`config.mk`:
```
export PLATFORM = sky130hd
export DESIGN_NAME = pcieifc_mc_sync_fifo_ctrl
export DESIGN_NICKNAME = d
export VERILOG_FILES = /design/src/rtl/pcieifc_fifo_pkg.sv /design/src/rtl/pcieifc_fifo_ch_ctrl.sv /design/src/rtl/pcieifc_mc_sync_fifo_ctrl.sv
export SDC_FILE = /design/constraint.sdc
export NUM_CORES = 1
export LEC_CHECK = 0
export ABC_CLOCK_PERIOD_IN_PS = 2500
export BUFFER_PORTS_ARGS = -buffer_cell sky130_fd_sc_hd__buf_2
export CAP_MARGIN = 20
export CORE_MARGIN = 2
export CORE_UTILIZATION = 50
export CTS_BUF_LIST = sky130_fd_sc_hd__clkbuf_16
export DETAILED_ROUTE_END_ITERATION = 10
export PLACE_DENSITY_LB_ADDON = 0.05
export RECOVER_POWER = 100
export SLEW_MARGIN = 20
export SYNTH_ARGS = -nofsm -noshare
export SYNTH_HDL_FRONTEND = slang
export SYNTH_SLANG_ARGS = --single-unit
```
`constraint.sdc`:
```
create_clock -name clk -period 2.5 [get_ports clk]
set_input_delay 0.125 -clock clk [delete_from_list [all_inputs] [get_ports clk]]
set_output_delay 0.125 -clock clk [all_outputs]
set_load 0.02 [all_outputs]
```
`src/rtl/pcieifc_fifo_pkg.sv`:
```
// Shared helpers for the multi-channel FIFO controller: width math and
// the packed per-channel count layout.
package pcieifc_fifo_pkg;

  function automatic int clog2(input int n);
    int r;
    r = 0;
    while ((1 << r) < n) r++;
    return r;
  endfunction

  // Pointers carry one extra bit so full and empty stay distinguishable.
  function automatic int ptr_w(input int aw);
    return aw + 1;
  endfunction

  function automatic int count_lsb(input int ch, input int aw);
    return ch * ptr_w(aw);
  endfunction

endpackage

```
`src/rtl/pcieifc_fifo_ch_ctrl.sv`:
```
// One channel's pointers, fill count, registered flags and sticky errors.
// Acceptance decisions are made by the parent; this block only tracks state.
module pcieifc_fifo_ch_ctrl
  import pcieifc_fifo_pkg::*;
#(
  parameter int ADDR_WIDTH = 5,
  parameter int AFULL_TH   = 28,
  parameter int AEMPTY_TH  = 2
) (
  input  logic                  clk,
  input  logic                  rst,
  input  logic                  clr,
  input  logic                  err_clr,
  input  logic                  wacc_i,
  input  logic                  racc_i,
  input  logic                  winc_miss,
  input  logic                  rinc_miss,
  output logic [ADDR_WIDTH-1:0] wadr,
  output logic [ADDR_WIDTH-1:0] radr,
  output logic [ADDR_WIDTH:0]   count,
  output logic                  full,
  output logic                  empty,
  output logic                  afull,
  output logic                  aempty,
  output logic                  ovf_err,
  output logic                  udf_err
);

  localparam int PTR_W = ptr_w(ADDR_WIDTH);

  logic [PTR_W-1:0] wptr;
  logic [PTR_W-1:0] rptr;
  logic [PTR_W-1:0] cnt_nxt;

  always_comb begin
    cnt_nxt = count;
    if (wacc_i && !racc_i)
      cnt_nxt = count + PTR_W'(1);
    else if (racc_i && !wacc_i)
      cnt_nxt = count - PTR_W'(1);
  end

  // Flags are derived from the next count so they line up with count itself.
  always_ff @(posedge clk) begin
    if (rst || clr) begin
      wptr   <= '0;
      rptr   <= '0;
      count  <= '0;
      full   <= 1'b0;
      empty  <= 1'b1;
      afull  <= 1'b0;
      aempty <= 1'b1;
    end else begin
      if (wacc_i) wptr <= wptr + PTR_W'(1);
      if (racc_i) rptr <= rptr + PTR_W'(1);
      count  <= cnt_nxt;
      full   <= (cnt_nxt == PTR_W'(1 << ADDR_WIDTH));
      empty  <= (cnt_nxt == '0);
      afull  <= (cnt_nxt >= PTR_W'(AFULL_TH));
      aempty <= (cnt_nxt <= PTR_W'(AEMPTY_TH));
    end
  end

  // A new error in the same cycle as err_clr wins.
  always_ff @(posedge clk) begin
    if (rst) begin
      ovf_err <= 1'b0;
      udf_err <= 1'b0;
    end else begin
      ovf_err <= winc_miss | (ovf_err & ~err_clr);
      udf_err <= rinc_miss | (udf_err & ~err_clr);
    end
  end

  assign wadr = wptr[ADDR_WIDTH-1:0];
  assign radr = rptr[ADDR_WIDTH-1:0];

endmodule

```
`src/rtl/pcieifc_mc_sync_fifo_ctrl.sv`:
```
// Multi-channel single-clock FIFO controller over one shared dual-port SRAM.
// Top level decodes channels, muxes SRAM addresses and aligns read data.
module pcieifc_mc_sync_fifo_ctrl
  import pcieifc_fifo_pkg::*;
#(
  parameter int DATA_WIDTH = 32,
  parameter int ADDR_WIDTH = 5,
  parameter int NUM_CH     = 4,
  parameter int CH_W       = clog2(NUM_CH),
  parameter int AFULL_TH   = 28,
  parameter int AEMPTY_TH  = 2
) (
  input  logic                              clk,
  input  logic                              rst,
  input  logic [NUM_CH-1:0]                 clr,
  input  logic                              winc,
  input  logic [CH_W-1:0]                   wch,
  input  logic [DATA_WIDTH-1:0]             wdata,
  input  logic                              rinc,
  input  logic [CH_W-1:0]                   rch,
  output logic [DATA_WIDTH-1:0]             rdata,
  output logic                              rvalid,
  output logic [NUM_CH-1:0]                 full,
  output logic [NUM_CH-1:0]                 empty,
  output logic [NUM_CH-1:0]                 afull,
  output logic [NUM_CH-1:0]                 aempty,
  output logic [NUM_CH*(ADDR_WIDTH+1)-1:0]  count,
  output logic [NUM_CH-1:0]                 ovf_err,
  output logic [NUM_CH-1:0]                 udf_err,
  input  logic                              err_clr,
  output logic [CH_W+ADDR_WIDTH-1:0]        waddr,
  output logic                              wcen,
  output logic [DATA_WIDTH-1:0]             wdin,
  output logic [CH_W+ADDR_WIDTH-1:0]        raddr,
  output logic                              rcen,
  input  logic [DATA_WIDTH-1:0]             rdout
);

  localparam int PTR_W = ptr_w(ADDR_WIDTH);

  logic [ADDR_WIDTH-1:0] wadr_a [NUM_CH];
  logic [ADDR_WIDTH-1:0] radr_a [NUM_CH];
  logic                  wacc;
  logic                  racc;
  logic                  vld_p1;

  // Acceptance uses registered flags only; no same-cycle write-to-read bypass.
  assign wacc = winc & ~rst & ~full[wch]  & ~clr[wch];
  assign racc = rinc & ~rst & ~empty[rch] & ~clr[rch];

  assign wcen  = wacc;
  assign waddr = {wch, wadr_a[wch]};
  assign wdin  = wdata;
  assign rcen  = racc;
  assign raddr = {rch, radr_a[rch]};

  for (genvar i = 0; i < NUM_CH; i++) begin : g_ch
    logic wsel;
    logic rsel;
    assign wsel = (wch == CH_W'(i));
    assign rsel = (rch == CH_W'(i));

    pcieifc_fifo_ch_ctrl #(
      .ADDR_WIDTH (ADDR_WIDTH),
      .AFULL_TH   (AFULL_TH),
      .AEMPTY_TH  (AEMPTY_TH)
    ) u_ch (
      .clk       (clk),
      .rst       (rst),
      .clr       (clr[i]),
      .err_clr   (err_clr),
      .wacc_i    (wacc & wsel),
      .racc_i    (racc & rsel),
      .winc_miss (winc & ~rst & wsel & full[i]  & ~clr[i]),
      .rinc_miss (rinc & ~rst & rsel & empty[i] & ~clr[i]),
      .wadr      (wadr_a[i]),
      .radr      (radr_a[i]),
      .count     (count[count_lsb(i, ADDR_WIDTH) +: PTR_W]),
      .full      (full[i]),
      .empty     (empty[i]),
      .afull     (afull[i]),
      .aempty    (aempty[i]),
      .ovf_err   (ovf_err[i]),
      .udf_err   (udf_err[i])
    );
  end

  // Stage p1: SRAM returns data one cycle after rcen.
  always_ff @(posedge clk) begin
    if (rst) vld_p1 <= 1'b0;
    else     vld_p1 <= racc;
  end

  assign rvalid = vld_p1;
  assign rdata  = vld_p1 ? rdout : '0;

endmodule
```
==> results.txt <==
Worst Skew: 0.00712 ns
Power Internal: 2.25 mW
DP Wirelength: 10900 um
clock power share: 44.2%
multiplexer share of the synthesized area: 5.59%
initial antenna violation count: 0
post-layout min period: 2.28 ns
placer congestion estimate: 0.841
crit share post-route: 91.3%
most common cell in the netlist: dfxtp_1
Post-Synth Adder-Cell Area: 3.65%
Max Transition Viols Final: 0
max cap viols: 0
Worst setup EP type: flip-flop
HP Class: primary input to flip-flop
WL/cell: 16.0 um
slowest CP cell: or4b_1
CP startpoint kind: flip-flop
RSZ-0062 raised after global routing: false
Top delay family on crit path: simple AND/OR/NAND/NOR gates
Max VDD drop: 0.000369 V
Max stage delay on crit path: 0.54 ns
Worst-Skew Late Latency: 0.34 ns
via count: 4935
hold_buf cts: 0
Power, Total: 2.93 mW
Max Buffers Root-to-Sink: 2
Final Hold Vio Count: 0
Initial DRC Count: 210
top cells by count, synth: 89 x dfxtp_1, 77 x nor2_1, 61 x buf_4
largest family of logic cells by synthesized area: simple AND/OR/NAND/NOR gates
sequential power share: 48.8%
ranking of synthesized cells by area: dfxtp_1 32%, buf_4 8.3%, nor2_1 5.3%, and2_1 4.8%, xor2_1 4.2%
Comb pwr share: 7.0%
sw frac: 23.1%
Syn Std Cell Area: 5490 um2
Compound-Gate Fraction of Synth Area: 10.8%
root buf cell: clkbuf_16
CTS tree: yes
layout cells sized above 1: 15.8%
crit-path max FO: 5
leakage: 2.30 nW
Routed Antenna Nets: 0
Area Growth Syn to Fin: 10.6%
WS Path Type: flip-flop to flip-flop
PD cells: 483 nW/um2
# clock sinks: 89
sequential share of the synthesized area: 32.5%
CTS clk-pin slew, worst paths: 0.06 ns
run status: complete, no violations
simple-gate share of the synthesized area: 28.1%
die area: 11800 um2
Synth Net Count: 733
Die H: 109 um
Finish-stage setup viols: 0
post-synth cell types: 68
number of top-level pins: 206
drt first pass iters: 4
# DRC: 0
cts bufs inserted: 9
Rel. slew slack: 50.2%
Psw: 0.677 mW
Syn. warnings: 0
Arr. time, crit path: 2.51 ns
Initial Util: 50.8%
drt via density: 5.67
Syn Area/Cell: 8.57 um2
CP cell instances: or4b_1, or3_1, o22ai_1, xor2_1, a211oi_2, a31o_2
NumNets Final: 818
first-pass GRT wire length: 22100 um
cells after synthesis: 640
Post-Route WL: 13900 um
top cell type's share of synthesized area: 32.5%
Tightest Pin Transition: 0.747 ns
Sum Neg Setup Slack: 0 ns
core footprint: 10800 um2
CP Buf/Inv Count: 0
I/O Buffers: 141
GRT overflow: 0
post-synthesis xor/xnor area fraction: 7.80%
Main synth FF type: dfxtp_1
chip width: 109 um
Post-synth ARST share: 0%
Req. time, crit path: 2.73 ns
Inserted Diodes: 0
vias in the first global route: 4614
Seq cells post-synth: 89
area leader, netlist: dfxtp_1
Rows: 38
fmax: 0.438 GHz
number of synthesized flops with an enable pin: 0
# H-tree levels: 3
Tot GR Track Use: 23.8%
largest net degree at the start of global routing: 34
## cells by family after synthesis
logic type                 Yosys count
AOI/OAI and AO/OA                   78
xor gates and xnor gates            48
adders and majority gates           16
buffers and inverters              104
DFF                                 89
muxes                               18
and+or+nand+nor                    287
## cells in the final DEF (no fill, tap or decap), drive strengths merged, types with 9 or more instances in the layout
cell type	count
a211oi	10
a21oi	13
and2	43
and3	11
buf	70
clkbuf	102
dfxtp	89
ha	16
inv	17
mux4	10
nand2	38
nand3	15
nand4	19
nor2	79
nor3	23
nor4	9
o21ai	10
or2	10
xnor2	22
xor2	26
## per-layer routing
layer	GRT usage, %	share of wire (%)	vias up
met1	29.3	43	2337
met5	0	0	-
met2	40.9	48	210
met3	5.32	7.2	12
met4	8.06	1.4	0
li1	-	-	2376
## worst paths after layout
| path | startpoint | endpoint | slack, ns | cells past startpoint |
|---|---|---|---|---|
| max | g_ch[2].u_ch.full$_SDFF_PP0_ | g_ch[2].u_ch.aempty$_SDFF_PP1_ | 0.22 | 6 |
| min | clr[0] | g_ch[0].u_ch.empty$_SDFF_PP1_ | 0.10 | 3 |
| max reg2reg | g_ch[2].u_ch.full$_SDFF_PP0_ | g_ch[2].u_ch.aempty$_SDFF_PP1_ | 0.22 | 6 |
| min reg2reg | g_ch[2].u_ch.udf_err$_SDFF_PP0_ | g_ch[2].u_ch.udf_err$_SDFF_PP0_ | 0.44 | 2 |
## layout make-up
class | instances | area [um2]
Tap cell | 140 | 175
Timing Repair Buffer | 163 | 721
Clock inverter | 7 | 53.8
Clock buffer | 9 | 225
Sequential cell | 89 | 1780
Inverter | 15 | 56.3
Multi-Input combinational cell | 447 | 3050
Fill cell | 1046 | 4730
## per-stage QoR
| step | area [um2] | setup slack (ns) | util [%] | instances | hold slack (ns) |
|---|---|---|---|---|---|
| after floorplan | 5490 | 0.363 | - | 640 | 0.253 |
| after global placement | 5960 | 0.116 | 55.2 | 854 | 0.250 |
| after detailed placement | 5960 | 0.117 | 55.2 | 854 | 0.250 |
| after CTS | 6230 | 0.167 | 57.8 | 870 | 0.0930 |
| after global routing | 6070 | 0.0356 | 56.2 | 870 | 0.128 |
| final | 6070 | 0.218 | 56.2 | 870 | 0.101 |
## flip-flops by register name, indices dropped and copies added, names as in the netlist
signal             cells
g_ch.u_ch.wptr        20
g_ch.u_ch.ovf_err      4
g_ch.u_ch.afull        4
g_ch.u_ch.udf_err      4
rvalid                 1
g_ch.u_ch.aempty       4
g_ch.u_ch.count       24
g_ch.u_ch.full         4
g_ch.u_ch.rptr        20
g_ch.u_ch.empty        4
## worst register-to-register path, cell delays in order, from the launching register on
cell and delay (ns):
dfxtp_1 0.33, or4b_1 0.54, or3_1 0.47, o22ai_1 0.23
xor2_1 0.28, a211oi_2 0.09, a31o_2 0.25
## repair_timing
| item | 4_1_cts | 5_1_grt |
|---|---|---|
| resized for setup | 0 | 1 |
| setup buffers | 0 | 0 |
| setup endpoints to repair | 0 | 1 |
## power groups by stage
stage	registers, mW	logic [mW]	clock network, mW
final	1.43	0.205	1.29
after floorplan	1.46	0.208	0
after global routing	1.43	0.227	1.39
after global placement	1.46	0.211	0
after detailed placement	1.46	0.214	0
after CTS	1.43	0.215	1.32
Note: power is estimated with default switching activity, not from simulation.
